==> config.mk <==
export PLATFORM = sky130hd
export DESIGN_NAME = ps2_host_transmitter
export DESIGN_NICKNAME = d
export VERILOG_FILES = /design/src/rtl/ps2_host_transmitter_pkg.sv /design/src/rtl/ps2_line_sync.sv /design/src/rtl/ps2_host_transmitter.sv
export SDC_FILE = /design/constraint.sdc
export NUM_CORES = 1
export LEC_CHECK = 0
export ABC_CLOCK_PERIOD_IN_PS = 1700
export BUFFER_PORTS_ARGS = -buffer_cell sky130_fd_sc_hd__buf_2
export CAP_MARGIN = 20
export CORE_MARGIN = 4
export CORE_UTILIZATION = 53
export DETAILED_ROUTE_END_ITERATION = 8
export PLACE_DENSITY = 0.76
export SYNTH_ARGS = -nofsm -noshare
export SYNTH_HDL_FRONTEND = slang
export SYNTH_SLANG_ARGS = --single-unit
==> constraint.sdc <==
create_clock -name clk -period 1.7 [get_ports clk]
set_input_delay 0.34 -clock clk [delete_from_list [all_inputs] [get_ports clk]]
set_output_delay 0.34 -clock clk [all_outputs]
set_load 0.01 [all_outputs]
==> src/rtl/ps2_host_transmitter_pkg.sv <==
// PS/2 shared definitions: frame geometry, 4 MHz timing defaults, transmitter
// FSM state type and the odd-parity helper. Also used by the PS/2 decoder.
package ps2_host_transmitter_pkg;

  localparam int FRAME_BITS = 11;  // start + 8 data + parity + stop
  localparam int DATA_BITS  = 8;
  // The start bit is driven from REQUEST. The shift register holds the rest.
  localparam int SHIFT_BITS = FRAME_BITS - 1;

  // Timing defaults for the 4 MHz domain.
  localparam int INHIBIT_CYCLES_100US = 400;
  localparam int TIMEOUT_CYCLES_15MS  = 60000;

  typedef enum logic [2:0] {
    ST_IDLE,
    ST_INHIBIT,
    ST_REQUEST,
    ST_SEND,
    ST_ACK,
    ST_WAITIDLE
  } tx_state_e;

  function automatic logic oddParity(input logic [DATA_BITS-1:0] d);
    return ~^d;
  endfunction

endpackage

==> src/rtl/ps2_line_sync.sv <==
// Two-flop synchronizers for the raw PS/2 clock and data lines. It also
// detects a falling edge of the synchronized clock. Lines idle high, so the
// flops reset to 1 and a reset cannot produce a false fall.
// Ports:
//   clk, reset            system clock, synchronous active-high reset
//   ps2ClkIn, ps2DataIn   raw asynchronous line inputs
//   clkSync, dataSync     synchronized line levels
//   fall                  1 for one cycle when clkSync goes from 1 to 0
module ps2_line_sync (
  input  logic clk,
  input  logic reset,
  input  logic ps2ClkIn,
  input  logic ps2DataIn,
  output logic clkSync,
  output logic dataSync,
  output logic fall
);

  logic [1:0] clkMeta;
  logic [1:0] dataMeta;
  logic       clkPrev;

  always_ff @(posedge clk) begin
    if (reset) begin
      clkMeta  <= 2'b11;
      dataMeta <= 2'b11;
      clkPrev  <= 1'b1;
    end else begin
      clkMeta  <= {clkMeta[0], ps2ClkIn};
      dataMeta <= {dataMeta[0], ps2DataIn};
      clkPrev  <= clkMeta[1];
    end
  end

  assign clkSync  = clkMeta[1];
  assign dataSync = dataMeta[1];
  assign fall     = clkPrev & ~clkMeta[1];

endmodule

==> src/rtl/ps2_host_transmitter.sv <==
// Host-to-device PS/2 sender. The module holds the clock line low to inhibit
// the device, then issues a request-to-send. It shifts out data, parity and
// stop bits on device clock falls and then checks the device ACK.
// Both lines are open-drain: a drive output of 1 pulls the line low.
// Ports:
//   clk, reset                system clock (4 MHz), synchronous active-high reset
//   txData, txStart           byte to send and a 1-cycle request (taken only when idle)
//   busy, done, error         status; done/error are 1-cycle pulses
//   ps2ClkIn, ps2DataIn       raw line levels
//   ps2ClkDrive, ps2DataDrive line pull-downs
//   rxInhibit                 tells the decoder to ignore the line (= busy)
//   stateDbg                  current FSM state
// Handshake: txStart is a single-cycle request. It is accepted only in a
// cycle where busy=0. Completion is reported by exactly one of done/error,
// in the same cycle that busy returns to 0.
import ps2_host_transmitter_pkg::*;

module ps2_host_transmitter #(
  parameter int counterBits   = 16,
  parameter int inhibitCycles = INHIBIT_CYCLES_100US,
  parameter int timeoutCycles = TIMEOUT_CYCLES_15MS
) (
  input  logic                 clk,
  input  logic                 reset,
  input  logic [DATA_BITS-1:0] txData,
  input  logic                 txStart,
  output logic                 busy,
  output logic                 done,
  output logic                 error,
  input  logic                 ps2ClkIn,
  input  logic                 ps2DataIn,
  output logic                 ps2ClkDrive,
  output logic                 ps2DataDrive,
  output logic                 rxInhibit,
  output tx_state_e            stateDbg
);

  localparam logic [counterBits-1:0] INHIBIT_LAST = counterBits'(inhibitCycles - 1);
  localparam logic [counterBits-1:0] TIMEOUT_LAST = counterBits'(timeoutCycles - 1);
  localparam logic [counterBits-1:0] CNT_ONE      = counterBits'(1);
  // bitCnt counts falls already seen in SEND. The fall that arrives when
  // bitCnt equals this value is fall 10, which presents the stop bit.
  localparam logic [3:0]             BITCNT_LAST  = 4'(FRAME_BITS - 2);

  tx_state_e              state, stateNext;
  logic [counterBits-1:0] counter, counterNext;
  logic [3:0]             bitCnt, bitCntNext;
  logic [SHIFT_BITS-1:0]  shiftReg, shiftNext;
  logic                   dataDriveR, dataDriveNext;
  logic                   doneR, doneNext;
  logic                   errorR, errorNext;
  logic                   clkSync, dataSync, fall;
  logic                   timedOut;

  ps2_line_sync u_sync (
    .clk      (clk),
    .reset    (reset),
    .ps2ClkIn (ps2ClkIn),
    .ps2DataIn(ps2DataIn),
    .clkSync  (clkSync),
    .dataSync (dataSync),
    .fall     (fall)
  );

  always_ff @(posedge clk) begin
    if (reset) begin
      state      <= ST_IDLE;
      counter    <= '0;
      bitCnt     <= '0;
      shiftReg   <= '0;
      dataDriveR <= 1'b0;
      doneR      <= 1'b0;
      errorR     <= 1'b0;
    end else begin
      state      <= stateNext;
      counter    <= counterNext;
      bitCnt     <= bitCntNext;
      shiftReg   <= shiftNext;
      dataDriveR <= dataDriveNext;
      doneR      <= doneNext;
      errorR     <= errorNext;
    end
  end

  always_comb begin
    stateNext     = state;
    counterNext   = counter;
    bitCntNext    = bitCnt;
    shiftNext     = shiftReg;
    dataDriveNext = dataDriveR;
    doneNext      = 1'b0;
    errorNext     = 1'b0;
    timedOut      = (counter == TIMEOUT_LAST);

    case (state)
      ST_IDLE: begin
        dataDriveNext = 1'b0;
        if (txStart) begin
          shiftNext   = {1'b1, oddParity(txData), txData};
          counterNext = '0;
          stateNext   = ST_INHIBIT;
        end
      end

      // The device cannot clock while the host holds the clock low. Any fall
      // seen here is the inhibit itself, so the FSM ignores it.
      ST_INHIBIT: begin
        if (counter == INHIBIT_LAST) begin
          counterNext   = '0;
          dataDriveNext = 1'b1;  // start bit is driven from REQUEST onward
          stateNext     = ST_REQUEST;
        end else begin
          counterNext = counter + CNT_ONE;
        end
      end

      ST_REQUEST: begin
        bitCntNext  = '0;
        counterNext = '0;
        stateNext   = ST_SEND;
      end

      ST_SEND: begin
        if (fall) begin
          // Each fall presents the next bit. The stop bit is 1, so the data
          // line is released.
          dataDriveNext = ~shiftReg[0];
          shiftNext     = {1'b0, shiftReg[SHIFT_BITS-1:1]};
          bitCntNext    = bitCnt + 4'd1;
          counterNext   = '0;
          if (bitCnt == BITCNT_LAST) stateNext = ST_ACK;
        end else if (timedOut) begin
          dataDriveNext = 1'b0;
          errorNext     = 1'b1;
          stateNext     = ST_IDLE;
        end else begin
          counterNext = counter + CNT_ONE;
        end
      end

      ST_ACK: begin
        if (fall) begin
          counterNext = '0;
          if (!dataSync) begin
            stateNext = ST_WAITIDLE;
          end else begin
            errorNext = 1'b1;
            stateNext = ST_IDLE;
          end
        end else if (timedOut) begin
          errorNext = 1'b1;
          stateNext = ST_IDLE;
        end else begin
          counterNext = counter + CNT_ONE;
        end
      end

      ST_WAITIDLE: begin
        if (clkSync && dataSync) begin
          doneNext  = 1'b1;
          stateNext = ST_IDLE;
        end else if (fall) begin
          counterNext = '0;
        end else if (timedOut) begin
          errorNext = 1'b1;
          stateNext = ST_IDLE;
        end else begin
          counterNext = counter + CNT_ONE;
        end
      end

      default: begin
        dataDriveNext = 1'b0;
        stateNext     = ST_IDLE;
      end
    endcase
  end

  assign busy         = (state != ST_IDLE);
  assign rxInhibit    = busy;
  assign done         = doneR;
  assign error        = errorR;
  assign ps2ClkDrive  = (state == ST_INHIBIT);
  assign ps2DataDrive = dataDriveR;
  assign stateDbg     = state;

endmodule

# [Yosys cells after proc, flatten, opt, wreduce, memory -nomap -nowiden]
# Cells that the tools add are included.
[word_totals] reg_bits=41 input_bits=13 out_inout_bits=9 elab_cells=79
[classes] n_addsub=2 n_eq_ne=15 mux=32 bitwise_logic=5 reduce_logical=15
[op_table] operator="16-bit 2-to-1 mux" count=5
[op_table] operator="16-bit one-hot mux with 5 select lines" count=1
[op_table] operator="3-bit 2-to-1 mux" count=9
[op_table] operator="10-bit 2-to-1 mux" count=2
[op_table] operator="10-bit one-hot mux with 2 select lines" count=1
[op_table] operator="3-bit one-hot mux with 6 select lines" count=1
[op_table] operator="16-bit by 1-bit adder with 16-bit output, second input constant" count=1
[op_table] operator="16-bit equality test, second input constant" count=1
[op_table] operator="16-bit by 9-bit equality test with 1-bit output, second input constant" count=1
[op_table] operator="1-bit 2-to-1 mux" count=9
[op_table] operator="3-bit != test, second input constant" count=3
[op_table] operator="3-bit AND reduction" count=3
[op_table] operator="4-bit one-hot mux with 2 select lines" count=1
[op_table] operator="8-bit XNOR reduction" count=1
[op_table] operator="3-bit by 2-bit equality test with 1-bit output, second input constant" count=2
[op_table] operator="3-bit equality test, second input constant" count=2
[op_table] operator="2-bit != test, second input constant" count=3
[op_table] operator="1-bit one-hot mux with 3 select lines" count=2
[op_table] operator="5-bit nonzero test" count=1
[op_table] operator="4-bit by 1-bit adder with 4-bit output, second input constant" count=1
[op_table] operator="4-bit equality test, second input constant" count=1
[op_table] operator="4-bit 2-to-1 mux" count=1
[op_table] operator="1-bit NOT" count=4
[op_table] operator="4-bit AND reduction" count=1
[op_table] operator="10 further kinds" count=12

# [Longest topological paths before layout]
[logic_depth] word_depth=5 ltp_mapped=7 depth_no_buf=6

# [Cells and area by module]
# From an unflattened synthesis, not the netlist that was laid out.
[hier_totals] hier_cells=272 hier_area_um2=2189.6
[by_module_without_submodules] mod="ps2_host_transmitter" instances=1 cells_per_inst=261 area_per_inst_um2=2052.0 seq_area_each_um2=720.7
[by_module_without_submodules] mod="ps2_line_sync" instances=1 cells_per_inst=11 area_per_inst_um2=137.6 seq_area_each_um2=100.1

# [Worst setup path after synthesis]
# Ideal clock, no wire load.
[synth_path] path_type="flip-flop to flip-flop" startpoint="register counter[4]" endpoint="register counter[1]" setup_ns=0.116 arrival_ns=1.682 required_ns=1.584 slack_ns=-0.098 stages_incl_launch_ff=7 n_path_buf=1 period_less_slack_ns=1.798 cell_sequence="dfxtp_1 -> nand2_2 -> or4b_4 -> buf_6 -> o31ai_4 -> mux2i_1 -> nor2_2"
[synth_via] elab_chain_cells=5 elab_cells_between_ends=7 cone_classes="eq/ne (2); mux (5)"
[synth_rtl] element="from (decl)" line="ps2_host_transmitter.sv:46" source="logic [counterBits-1:0] counter, counterNext;"
[synth_rtl] element="from (signal assigned)" line="ps2_host_transmitter.sv:76" source="counter <= counterNext;"
[synth_rtl] element="16-bit equality test" line="ps2_host_transmitter.sv:93" source="timedOut = (counter == TIMEOUT_LAST);"
[synth_rtl] element="16-bit 2-to-1 mux (3 in a row)"
[synth_rtl] element="16-bit one-hot mux with 5 select lines (*)" line="ps2_host_transmitter.sv:95" source="case (state)"
# Mark *: on every way between the ends. The rest lies on a longest branch, timed or not. The select of a mux whose other input is x is not followed.
# A chain may end at the register's enable or synchronous reset.

# [Worst setup path in the final report]
[layout_path] startpoint="register counter[11]" endpoint="register counter[1]"
# Same word-level chain as after synthesis.

==> impl_metrics.yaml <==
outcome:
  status: "finished with violations"
  violations: "negative setup slack"
setup_path:
  worstPathRequired_ns: 1.89
  r2r_cells: 5
  path_buf_inv: 0
  r2r-end: "counter[1]"
  arrival_ns: 1.98
  worstPathMaxFanout: 7
  crit_cells: 5
  regToRegStartpoint: "counter[11]"
  path_cells: "nand2_2 -> or4b_4 -> o31ai_4 -> mux2i_1 -> nor2_2"
  slowest_delay_ns: 0.58
  r2r_slack_ns: -0.09
  worstSetupEndpointType: "flip-flop"
  critPathLaunchType: "flip-flop"
  critPathTopFamily: "simple AND/OR/NAND/NOR gates"
  crit_slowest_cell: "or4b_4"
  critPathKind: "reg -> reg"
synth:
  yosysMostFrequentCell: "dfxtp_1"
  syn_nets: 288
  synth_edf_count: 0
  avgSynthCellArea_um2: 8.03
  synth_seq_area_share: 0.376
  async_flop_share: 0
  synth_cell_types: 52
  synth_commonest_cells: "dfxtp_1, nand2_1, nor2_1"
  synthCells: 272
  synth_simple_gate_area_frac: 0.294
  synth_fa_ha_area_frac: 0.0172
  ys.flop_type: "dfxtp_1"
  synth_top_area_cell: "dfxtp_1"
  synth-seq-cells: 41
  ys_top_cells_by_area: "dfxtp_1, nand2_1, nor2_1"
  synthXorXnorAreaFrac: 0.0802
  synth_compound_area_frac: 0.181
  synthMuxAreaShare: 0.00458
  ys.warnings.count: 0
  netlist_area_mm2: 0.00218
  synth_top_family_by_area: "simple AND/OR/NAND/NOR gates"
  netlist.area_leader.share: 0.376
global_routing:
  grt.total_usage: 0.232
  grt_pass1_vias: 2068
  grt_max_degree: 19
  grt_overflow: 0
  antenna_found_initial: 0
  grt_pass1_wl_um: 9630
sta:
  final_hold_viol_count: 0
  final.setup.worst_slack_ns: -0.0866
  finalClockSkew_ns: 0.00579
  tightest_slew_ns: 0.397
  slew_violations: 0
  maxSlewHeadroom: 0.735
  setup_viol: 18
  rsz0062_at_grt: "true"
  fmaxAchievable_mhz: 560
  finalCritPeriodShare: 1.05
  tns_ns: -0.648
  fin_crit_ns: 1.79
cts:
  htreeDepth: 2
  cts_buffers: 5
  cts_buffer_depth: 2
  cts_tree: "built"
  clockRootBuffer: "clkbuf_8"
  ctsHoldBuffers: 0
  clk_pin_slew_ns: 0.07
  numClockSinks: 41
  clk_latency_ns: 0.29
floorplanning:
  rows: 23
  fp.dieW_um: 72.2
  initial_core_util: 0.546
  fp.dieH_um: 72.2
  io_pins: 22
  dieArea_mm2: 0.00521
  core-area_mm2: 0.00400
hold_path:
  worst_hold_path_type: "in -> reg"
  min_from: "ps2ClkIn"
  whs_path_depth: 2
  hold_end: "u_sync.clkMeta[0]"
drt:
  ant_nets: 0
  viasPerCell: 5.79
  wl_um: 6190
  vias: 2277
  drt-initial-drc-count: 223
  drcViolationCount: 0
  wl_per_cell_um: 15.7
  first_pass_iters: 4
place:
  place_hpwl_um: 4240
  place_ws_ns: -0.144
  io_buffers: 21
  place_congestion: 0.934
power_and_ir_drop:
  irDropWorstVdd_v: 0.000789
  p_leak_nw: 1.25
  pwr_density_cell_mw_per_mm2: 1070
final_layout:
  drive_gt1_frac: 0.373
  syn2layout_area_growth_pct: 37.2
  fin_nets: 359
  insertedDiodeCount: 0
flow_run:
  maxCapViolCount: 0
-- per-stage QoR --
stage / total power [mW] / hold slack, ns / util / instance area, um^2 / instances
after floorplan: 1.85 / 0.389 / - / 2200 / 272
after global placement: 2.27 / 0.391 / 0.669 / 2680 / 378
after detailed placement: 2.30 / 0.395 / 0.669 / 2680 / 378
after CTS: 2.94 / 0.223 / 0.694 / 2780 / 386
after global routing: 3.38 / 0.229 / 0.749 / 3000 / 393
final: 3.21 / 0.224 / 0.749 / 3000 / 393
-- routing by layer --
metal / wire length (um) / part of all wire / vias up / global-route usage
met5: 0 / 0 / - / 0
met4: 95 / 0.015 / 0 / 0.0856
met3: 420 / 0.068 / 11 / 0.0346
met2: 2970 / 0.48 / 98 / 0.374
met1: 2700 / 0.44 / 1061 / 0.313
li1: - / - / 1107 / -
-- layout make-up --
type	count	area (um^2)
repair buffers	79	586
multi-input cells	208	1390
flip-flops and latches	41	846
well taps	50	62.6
clock buffers	7	86.3
inverters	8	30.0
fillers	278	1000
-- cell usage in the layout, fill, tap and decap left out, types with 5 or more instances in the layout --
master and instances:
buf_2 20, nor2_1 31, xnor2_1 8, dfxtp_1 29, a311oi_1 10, nand4_1 7
buf_4 50, inv_1 8, xor2_1 12, nand2_1 37, or2_2 5, dfxtp_2 8
a21oi_1 12, buf_6 8, nand3_1 8, clkbuf_8 6, nor3_1 8, o21ai_0 9
-- flip-flops by register name, indices dropped and copies added (netlist names) --
signal and cells:
bitCnt 4, counter 16, done 1, error 1
ps2DataDrive 1, shiftReg 10, stateDbg 3, u_sync.clkMeta 2
u_sync.clkPrev 1, u_sync.dataMeta 2
-- cell families (layout without fill, tap and decap cells) --
| kind of cell | count (synthesis) | count (layout) |
|---|---|---|
| buffers and inverters | 23 | 94 |
| xor gates and xnor gates | 20 | 20 |
| DFF | 41 | 41 |
| AOI/OAI and AO/OA | 55 | 55 |
| adders and majority gates | 3 | 3 |
| muxes | 1 | 1 |
| and+or+nand+nor | 129 | 129 |
-- report_power, final --
part | internal [mW] | switching [mW] | leakage, nW
logic | 0.677 | 0.680 | 0.868
clock network | 0.322 | 0.324 | 0.0443
registers | 1.09 | 0.119 | 0.341
-- worst max-delay path by stage --
stage | startpoint | end | slack (ns)
floorplan | stateDbg[0] | counter[14] | -0.005
global placement | stateDbg[1] | counter[5] | -0.06
detailed placement | stateDbg[1] | counter[9] | -0.14
CTS | stateDbg[2] | counter[6] | -0.05
global route | counter[11] | counter[1] | -0.15
finish | counter[11] | counter[1] | -0.09
-- timing repair --
item                       CTS  global route
cloned                       0             1
pin swaps                    1             9
resized for setup            5            41
setup endpoints to repair   24            28
buffers inserted             1             6
No activity file was read; power rests on OpenSTA's default activity.
